--- src/rtl/cmp_pkg.sv ---
// Shared types and constants for the bit-serial comparator and its benches.
package cmp_pkg;

    localparam int CMP_WIDTH = 6;

    typedef enum logic {
        IDLE  = 1'b0,
        SHIFT = 1'b1
    } cmp_state_e;

    // Result encoding as {eq, gt, lt}; exactly one bit set after a compare.
    localparam logic [2:0] EQ = 3'b100;
    localparam logic [2:0] GT = 3'b010;
    localparam logic [2:0] LT = 3'b001;

endpackage

--- src/rtl/cmp_bit_shifter.sv ---
// Paired operand register: parallel load, then left shift with zero fill so
// both MSBs can be compared one bit per clock.
module cmp_bit_shifter #(
    parameter int WIDTH = 6
) (
    input  logic             clk,
    input  logic             rst_n,
    input  logic             load,
    input  logic             shift,
    input  logic [WIDTH-1:0] a,
    input  logic [WIDTH-1:0] b,
    output logic             a_msb,
    output logic             b_msb
);

    logic [WIDTH-1:0] a_sh;
    logic [WIDTH-1:0] b_sh;

    always_ff @(posedge clk) begin
        if (!rst_n) begin
            a_sh <= '0;
            b_sh <= '0;
        end else if (load) begin
            a_sh <= a;
            b_sh <= b;
        end else if (shift) begin
            a_sh <= {a_sh[WIDTH-2:0], 1'b0};
            b_sh <= {b_sh[WIDTH-2:0], 1'b0};
        end
    end

    assign a_msb = a_sh[WIDTH-1];
    assign b_msb = b_sh[WIDTH-1];

endmodule

--- src/rtl/serial_cmp6.sv ---
// Bit-serial MSB-first unsigned comparator with start/busy/done handshake.
//   state | meaning
//   IDLE  | waiting for start; last result held on s/eq/gt/lt/nbits
//   SHIFT | comparing one MSB pair per clock until a difference or the LSB
module serial_cmp6
    import cmp_pkg::*;
#(
    parameter int WIDTH = CMP_WIDTH
) (
    input  logic                       clk,
    input  logic                       rst_n,
    input  logic                       start,
    input  logic [WIDTH-1:0]           a,
    input  logic [WIDTH-1:0]           b,
    output logic                       busy,
    output logic                       done,
    output logic                       s,
    output logic                       eq,
    output logic                       gt,
    output logic                       lt,
    output logic [$clog2(WIDTH+1)-1:0] nbits
);

    localparam int NBW = $clog2(WIDTH + 1);
    localparam logic [NBW-1:0] CNT_LAST = NBW'(WIDTH - 1);
    localparam logic [NBW-1:0] NB_FULL  = NBW'(WIDTH);

    cmp_state_e     state_q, state_d;
    logic [NBW-1:0] cnt_q, cnt_d;
    logic           busy_d, done_d, s_d, eq_d, gt_d, lt_d;
    logic [NBW-1:0] nbits_d;
    logic           load, shift;
    logic           a_msb, b_msb;

    cmp_bit_shifter #(.WIDTH(WIDTH)) u_shifter (
        .clk   (clk),
        .rst_n (rst_n),
        .load  (load),
        .shift (shift),
        .a     (a),
        .b     (b),
        .a_msb (a_msb),
        .b_msb (b_msb)
    );

    always_ff @(posedge clk) begin
        if (!rst_n) begin
            state_q <= IDLE;
            cnt_q   <= '0;
            busy    <= 1'b0;
            done    <= 1'b0;
            s       <= 1'b0;
            eq      <= 1'b0;
            gt      <= 1'b0;
            lt      <= 1'b0;
            nbits   <= '0;
        end else begin
            state_q <= state_d;
            cnt_q   <= cnt_d;
            busy    <= busy_d;
            done    <= done_d;
            s       <= s_d;
            eq      <= eq_d;
            gt      <= gt_d;
            lt      <= lt_d;
            nbits   <= nbits_d;
        end
    end

    always_comb begin
        state_d = state_q;
        cnt_d   = cnt_q;
        busy_d  = busy;
        done_d  = 1'b0;
        s_d     = s;
        eq_d    = eq;
        gt_d    = gt;
        lt_d    = lt;
        nbits_d = nbits;
        load    = 1'b0;
        shift   = 1'b0;

        case (state_q)
            IDLE: begin
                if (start) begin
                    load    = 1'b1;
                    cnt_d   = '0;
                    busy_d  = 1'b1;
                    s_d     = 1'b0;
                    eq_d    = 1'b0;
                    gt_d    = 1'b0;
                    lt_d    = 1'b0;
                    nbits_d = '0;
                    state_d = SHIFT;
                end
            end
            SHIFT: begin
                cnt_d = cnt_q + 1'b1;
                if (a_msb != b_msb) begin
                    // First differing bit decides the ordering outright.
                    s_d     = 1'b1;
                    gt_d    = a_msb;
                    lt_d    = b_msb;
                    nbits_d = cnt_q + 1'b1;
                    done_d  = 1'b1;
                    busy_d  = 1'b0;
                    state_d = IDLE;
                end else if (cnt_q == CNT_LAST) begin
                    eq_d    = 1'b1;
                    nbits_d = NB_FULL;
                    done_d  = 1'b1;
                    busy_d  = 1'b0;
                    state_d = IDLE;
                end else begin
                    shift = 1'b1;
                end
            end
            default: state_d = IDLE;
        endcase
    end

endmodule

--- config.mk ---
export PLATFORM = sky130hd
export DESIGN_NAME = serial_cmp6
export DESIGN_NICKNAME = d
export VERILOG_FILES = /design/src/rtl/cmp_pkg.sv /design/src/rtl/cmp_bit_shifter.sv /design/src/rtl/serial_cmp6.sv
export SDC_FILE = /design/constraint.sdc
export NUM_CORES = 1
export LEC_CHECK = 0
export ABC_CLOCK_PERIOD_IN_PS = 1430
export BUFFER_PORTS_ARGS = -buffer_cell sky130_fd_sc_hd__clkbuf_2
export CORE_UTILIZATION = 52
export CTS_CLUSTER_DIAMETER = 60
export CTS_CLUSTER_SIZE = 14
export DETAILED_ROUTE_END_ITERATION = 8
export PLACE_DENSITY = 0.77
export SLEW_MARGIN = 25
export SYNTH_ARGS = -nofsm -noshare
export SYNTH_HDL_FRONTEND = slang
export SYNTH_SLANG_ARGS = --single-unit
--- constraint.sdc ---
create_clock -name clk -period 1.43 [get_ports clk]
set_clock_uncertainty 0.05 [all_clocks]
set_input_delay 0.286 -clock clk [delete_from_list [all_inputs] [get_ports clk]]
set_output_delay 0.286 -clock clk [all_outputs]
set_load 0.1 [all_outputs]
==> impl_metrics.csv, run 1 <==
group,metric,value,unit
job,drv.max_cap_violation_count,0,
detailed_routing,wirelength,2.61,mm
outcome,run_status,"complete, no violations",
hold_path,min_to,"u_shifter.b_sh[0]",
cts,path_clk_slew,0.13,ns
detailed_routing,num_vias,1076,
cts,post_cts_buffers,0,
synthesis,total_of_flip_flops_plus_latches_after_synthesis,25,
placement,hpwl_after_detailed_placement,1.83,mm
sta,worst_slack,0.0411,ns
synthesis,synth_area,1110,sq um
detailed_routing,detailedRoute.firstIterationViolations,40,
synthesis,synthDistinctLibCells,30,
critical_path,buffer_and_inverter_count_on_the_worst_path,1,
sta,clock.fmax,0.720,GHz
critical_path,r2r_setup_slack,0.04,ns
cts,cts_made_buffers,3,
synthesis,synth.cells.most_frequent,"sky130_fd_sc_hd__a21oi_1, sky130_fd_sc_hd__dfxtp_1, sky130_fd_sc_hd__nand2_1",
placement,gp_congestion,0.774,
synthesis,mapped_avg_cell_area,8.51,sq um
synthesis,synth_largest_area_cell,"sky130_fd_sc_hd__dfxtp_1",
critical_path,timing.critical_path.fanout_max,4,
cts,htree_num_levels,1,
detailed_routing,drc_viols,0,
final_layout,area_growth_syn_to_layout,33.1,%
sta,tightestPinTransition,0.439,ns
sta,hold_viol_final,0,
critical_path,worstRegToRegCells,6,
synthesis,synth.most_common_cell,"sky130_fd_sc_hd__a21oi_1",
synthesis,synth_warnings,0,
detailed_routing,firstDrtPassIters,4,
floorplanning,ioPinCount,24,
global_routing,antenna_violations_before_repair,0,
critical_path,cpMaxStageDelayCell,"sky130_fd_sc_hd__dfxtp_2",
final_layout,final_layout_fill_cell_count,140,
cts,clock_sink_count,25,
floorplanning,fp.dieArea,2330,sq um
global_routing,grt_pass1_wl,4.22,mm
synthesis,ys_top_cells_by_area,"sky130_fd_sc_hd__dfxtp_1, sky130_fd_sc_hd__a21oi_1, sky130_fd_sc_hd__o21ai_0",
final_layout,drive_above_1_share,32.3,%
power,total_leakage_power,0.584,nW
cts,clock_tree_from_tritoncts,"yes",
power,worst_ir_drop_vdd,0.000785,V
cts,cts_buffer_depth,2,
floorplanning,floorplan.rows,16,
critical_path,worst_setup_path_end_kind,"flop",
placement,dpl.cell_count,180,
global_routing,via_count_of_the_first_global_routing_pass,956,
hold_path,worstHoldPathCells,3,
sta,post-route-min-period,1.39,ns
synthesis,synth-async-reset-ratio,0,%
synthesis,synthDominantCellAreaShare,44.9,%
cts,clock_insertion_delay_worst_skew,0.32,ns
floorplanning,die_x,48.3,um
final_layout,antenna-diode-count,0,
synthesis,synth_ff_type,"sky130_fd_sc_hd__dfxtp_1",
sta,worst_slew_margin_rel,70.7,%
detailed_routing,routed_wire_length_per_instance,14.1,um
global_routing,grt_start_max_net_pins,17,
synthesis,synth-edff-count,0,
critical_path,crit_path_cell_trace,"inv_1 -> ha_4 -> and2_4 -> o21ai_2 -> a21boi_2 -> a311oi_1",
hold_path,hold_start,"b[0]",
critical_path,timing.critical_path.arrival,1.54,ns
floorplanning,initial_core_util,56.2,%
critical_path,worst_r2r_end,"nbits[2]",
critical_path,worst_path_dominant_cell_family,"compound AO/OA/AOI/OAI gates",
critical_path,cp-start-kind,"flop",
sta,period_share,97.1,%
power,power.density,1050,nW/um^2
hold_path,min-delay-path-class,"in -> reg",
global_routing,globalRouteOverflowTotal,0,
final_layout,final_cell_count_no_fill,185,
floorplanning,floorplan.die.height,48.3,um
placement,place_worst_setup_slack,-0.0907,ns
cts,root_buffer,"sky130_fd_sc_hd__clkbuf_4",
sta,setup_viol,0,
detailed_routing,drt-vias-per-instance,5.82,
placement,port_buffers,23,
critical_path,critical_path_required,1.58,ns
critical_path,worstSetupPathType,"reg -> reg",
global_routing,grt_util_all_layers,22.9,%
floorplanning,core_region_area,1980,sq um
critical_path,cpPeakStageDelay,0.35,ns
synthesis,synthesis.nets,148,
detailed_routing,detail-route-antenna-nets,0,
synthesis,synth_seq_area_share,44.9,%
sta,final_max_slew_viol_count,0,
final_layout,layout.nets,176,
synthesis,synthCells,131,
critical_path,r2r-start,"cnt_q[1]",
==> report_power, final <==
part,internal [W],total [W],switching [W]
Combinational,0.000183,0.000438,0.000256
Sequential,0.000750,0.000802,0.0000526
Clock,0.000109,0.000314,0.000205
==> how the worst max path moves through the flow <==
stage                                 start                 to  slack [ns]  cells past startpoint
after CTS                          cnt_q[1]  u_shifter.b_sh[0]       0.009                      7
after floorplan                           s                  s        0.03                      2
after global routing               cnt_q[1]           nbits[1]       -0.04                      6
final                              cnt_q[1]           nbits[2]        0.04                      6
after global placement    u_shifter.b_sh[5]  u_shifter.b_sh[5]        0.05                      4
after detailed placement  u_shifter.b_sh[5]  u_shifter.b_sh[5]       -0.09                      4
==> worst reg2reg max path, stage by stage (launching register included) <==
cell	delay, ns
sky130_fd_sc_hd__dfxtp_2	0.35
sky130_fd_sc_hd__inv_1	0.06
sky130_fd_sc_hd__ha_4	0.17
sky130_fd_sc_hd__and2_4	0.16
sky130_fd_sc_hd__o21ai_2	0.21
sky130_fd_sc_hd__a21boi_2	0.20
sky130_fd_sc_hd__a311oi_1	0.06
==> layout make-up <==
type                            count  area (sq um)  area share (%)
Timing Repair Buffer               31           309            20.8
Multi-Input combinational cell     95           594            40.1
Clock buffer                        4          26.3            1.77
Inverter                            3          11.3           0.759
Tap cell                           27          33.8            2.28
Sequential cell                    25           509            34.3
==> kinds of logic (layout without fill, tap and decap cells) <==
group	count (synthesis)	after routing	synth area share, %
buffers and inverters	12	38	6.17
DFF	25	25	44.9
AOI/OAI and AO/OA	51	51	26.0
adders and majority gates	3	3	3.14
xor gates and xnor gates	3	3	4.04
and+or+nand+nor	37	38	15.7
==> metal layers <==
metal / vias up / wire length [um] / GRT usage (%)
li1: 508 / - / -
met3: 2 / 176 / 5.97
met4: 0 / 12 / 5.39
met1: 520 / 1160 / 29.2
met2: 46 / 1260 / 38.7
met5: - / 0 / 0
==> what timing repair did <==
item / in CTS / in global routing
gates cloned: 0 / 1
endpoints found under the setup margin: 2 / 15
hold buffers: 0 / 0
pin swaps: 1 / 3
gates resized for setup: 3 / 11
==> cell usage in the layout, fill, tap and decap left out, drive strengths merged <==
master  instances
a21oi          27
dfxtp          25
clkbuf         18
buf            17
nand2          14
o21ai          14
nor2            9
inv             3
and2            3
nor2b           3
nand2b          3
a22oi           3
a21boi          3
a311oi          2
nand3           2
xnor2           2
ha              2
xor2            1
nor3b           1
a31oi           1
nor3            1
maj3            1
nand3b          1
a221oi          1
or3             1
==> per-stage QoR <==
stage | instance area [sq um] | setup TNS, ns | hold slack (ns) | power [W] | util [%]
after floorplan | 1120 | 0 | 0.376 | 0.00108 | -
after global placement | 1390 | 0 | 0.390 | 0.00120 | 70.3
after detailed placement | 1390 | -0.0907 | 0.394 | 0.00121 | 70.3
after CTS | 1430 | 0 | 0.152 | 0.00152 | 72.1
after global routing | 1480 | -0.107 | 0.158 | 0.00162 | 74.9
final | 1480 | 0 | 0.148 | 0.00155 | 74.9
==> flip-flops by register name, indices dropped and copies added (netlist names) <==
name / cells
state_q: 1
busy: 1
u_shifter.a_sh: 6
u_shifter.b_sh: 6
eq: 1
gt: 1
lt: 1
s: 1
nbits: 3
cnt_q: 3
done: 1
Note: power is estimated with default switching activity, not from simulation.
==> inputs of run 2 (changes only) <==
- PLACE_DENSITY: 0.77 -> not set
- PLACE_DENSITY_LB_ADDON: not set -> 0.3
==> run 2 against run 1 <==
  * Register-to-register slack better by 0.05 ns
  * Flip-flop and latch count unchanged
  * First-iteration DRC count down 15%
  * Count of clock-buffer cells in the layout down 1
  * Non-clock buffer count up 1
  * Fmax up 3.4%
  * Die area unchanged
  * Core utilization up 0.69 points
  * Worst setup slack better by 0.045 ns
  * Sequential power about the same
  * Sequential share of layout area down 0.32 points
==> impl_metrics.csv, run 2 (synthesized netlist as in run 1, its figures left out) <==
group,metric,value,unit
cts,post_cts_buffers,0,
final_layout,most-common-layout-cells,"sky130_fd_sc_hd__a21oi_1, sky130_fd_sc_hd__dfxtp_1, sky130_fd_sc_hd__clkbuf_2, sky130_fd_sc_hd__nand2_1, sky130_fd_sc_hd__o21ai_0",
sta,post-route-min-period,1.34,ns
power,power.density,1050,nW/um^2
critical_path,cp-start-kind,"flop",
sta,worst_slew_margin_rel,69.7,%
detailed_routing,drt-vias-per-instance,5.42,
sta,clock.fmax,0.744,GHz
sta,final_max_slew_viol_count,0,
cts,path_clk_slew,0.14,ns
power,worst_ir_drop_vdd,0.000940,V
critical_path,timing.critical_path.fanout_max,6,
cts,root_buffer,"sky130_fd_sc_hd__clkbuf_4",
outcome,run_status,"complete, no violations",
placement,placedInstanceArea,1390,sq um
power,total_leakage_power,0.585,nW
final_layout,area_growth_syn_to_layout,34.3,%
cts,clock_tree_from_tritoncts,"yes",
critical_path,worstSetupPathType,"reg -> reg",
detailed_routing,detailedRoute.firstIterationViolations,34,
placement,place_worst_setup_slack,-0.0221,ns
final_layout,final_layout_fill_cell_count,138,
placement,hpwl_after_detailed_placement,1.74,mm
detailed_routing,firstDrtPassIters,4,
sta,period_share,93.9,%
final_layout,layout.nets,177,
detailed_routing,wirelength,2.55,mm
final_layout,footprint_of_the_multi_input_gates,603,sq um
global_routing,antenna_violations_before_repair,0,
final_layout,top_registers,"u_shifter.a_sh: 6 flops, u_shifter.b_sh: 6 flops",
cts,cts_made_buffers,3,
final_layout,layout.area.seq,509,sq um
final_layout,final_cell_count_no_fill,186,
critical_path,worst_setup_path_end_kind,"flop",
sta,hold_viol_final,0,
global_routing,globalRouteOverflowTotal,0,
floorplanning,floorplan.rows,16,
critical_path,cpMaxStageDelayCell,"sky130_fd_sc_hd__dfxtp_2",
placement,gp_congestion,0.815,
critical_path,critical_path_required,1.64,ns
sta,setup_viol,0,
detailed_routing,routed_wire_length_per_instance,13.7,um
floorplanning,initial_core_util,56.2,%
cts,cts_buffer_depth,2,
global_routing,via_count_of_the_first_global_routing_pass,994,
global_routing,grt_start_max_net_pins,17,
final_layout,layout_commonest_cell,"sky130_fd_sc_hd__a21oi_1",
sta,tightestPinTransition,0.454,ns
floorplanning,ioPinCount,24,
floorplanning,floorplan.die.height,48.3,um
final_layout,drive_above_1_share,34.6,%
floorplanning,core_region_area,1980,sq um
placement,dpl.cell_count,180,
global_routing,grt_pass1_wl,4.22,mm
critical_path,timing.critical_path.arrival,1.55,ns
detailed_routing,num_vias,1009,
sta,worst_slack,0.0865,ns
placement,port_buffers,23,
cts,clock_insertion_delay_worst_skew,0.33,ns
critical_path,worst_path_dominant_cell_family,"compound AO/OA/AOI/OAI gates",
critical_path,crit_path_cell_trace,"inv_1 -> ha_4 -> a21boi_4 -> and2_4 -> a21oi_1 -> a21oi_1",
critical_path,buffer_and_inverter_count_on_the_worst_path,1,
critical_path,cpPeakStageDelay,0.35,ns
cts,htree_num_levels,1,
sta,rsz_0062_raised_after_global_routing,"no",
hold_path,min-delay-path-class,"in -> reg",
floorplanning,die_x,48.3,um
cts,holdBufCountCts,0,
critical_path,crit_path_frequent_cell,"sky130_fd_sc_hd__a21oi_1",
cts,clock_sink_count,25,
detailed_routing,drc_viols,0,
job,drv.max_cap_violation_count,0,
global_routing,grt_util_all_layers,23.4,%
detailed_routing,detail-route-antenna-nets,0,
final_layout,design_area,1500,sq um
final_layout,antenna-diode-count,0,
floorplanning,fp.dieArea,2330,sq um
power,finalPower,0.00157,W
## run 2: cell types whose count changed in the layout (fill, tap and decap cells not counted)
cell / before / now
sky130_fd_sc_hd__a311oi_1: 2 / 1
sky130_fd_sc_hd__a311oi_2: 0 / 1
sky130_fd_sc_hd__buf_2: 0 / 1
sky130_fd_sc_hd__buf_4: 6 / 7
sky130_fd_sc_hd__buf_6: 3 / 2
sky130_fd_sc_hd__clkbuf_1: 1 / 0
sky130_fd_sc_hd__clkinvlp_4: 0 / 1
sky130_fd_sc_hd__nand2_1: 14 / 13
sky130_fd_sc_hd__nand2_2: 0 / 1
## run 2: worst reg2reg max path: stages, from the launching register on
cell                       delay, ns
sky130_fd_sc_hd__dfxtp_2        0.35
sky130_fd_sc_hd__inv_1          0.07
sky130_fd_sc_hd__ha_4           0.17
sky130_fd_sc_hd__a21boi_4       0.19
sky130_fd_sc_hd__and2_4         0.21
sky130_fd_sc_hd__a21oi_1        0.07
sky130_fd_sc_hd__a21oi_1        0.16
## run 2: final cells by class
type / instances / share of cell area [%]
multi-input combinational: 95 / 40.3
timing repair buffer: 32 / 20.7
clock buffer: 3 / 1.50
tap: 27 / 2.26
clock inverter: 1 / 0.501
inverter: 3 / 0.752
sequential: 25 / 34.0
## run 2: metal layers
metal	routed length [um]	vias to the layer above	track usage, %	part of all wire, %
met2	1250	33	39.4	49
li1	-	512	-	-
met4	53	0	13.7	2.1
met3	118	5	4.72	4.6
met5	0	-	0	0
met1	1130	459	27.5	44
## run 2: worst paths after layout
path                     start                 to  slack, ns  cells past startpoint
max                   cnt_q[1]  u_shifter.a_sh[5]       0.09                      6
min                       a[0]  u_shifter.a_sh[0]       0.11                      3
max reg2reg           cnt_q[1]  u_shifter.a_sh[5]       0.09                      6
min reg2reg  u_shifter.b_sh[2]  u_shifter.b_sh[2]       0.42                      2
## run 2: report_power, final
part / switching [W] / internal (W)
clock network: 0.000224 / 0.000107
registers: 0.0000525 / 0.000750
logic: 0.000253 / 0.000184
## run 2: what timing repair did
| item | in CTS | in global routing |
|---|---|---|
| gates cloned | 1 | 1 |
| pin swaps | 0 | 1 |
| resized for setup | 2 | 13 |
| setup endpoints to repair | 2 | 17 |
## run 2: through the flow
stage / TNS (ns) / utilization [%] / hold slack (ns)
finish: 0 / 75.6 / 0.111
floorplan: 0 / - / 0.376
global route: 0 / 75.6 / 0.131
global placement: 0 / 70.3 / 0.391
CTS: 0 / 72.3 / 0.104
detailed placement: -0.0221 / 70.3 / 0.392
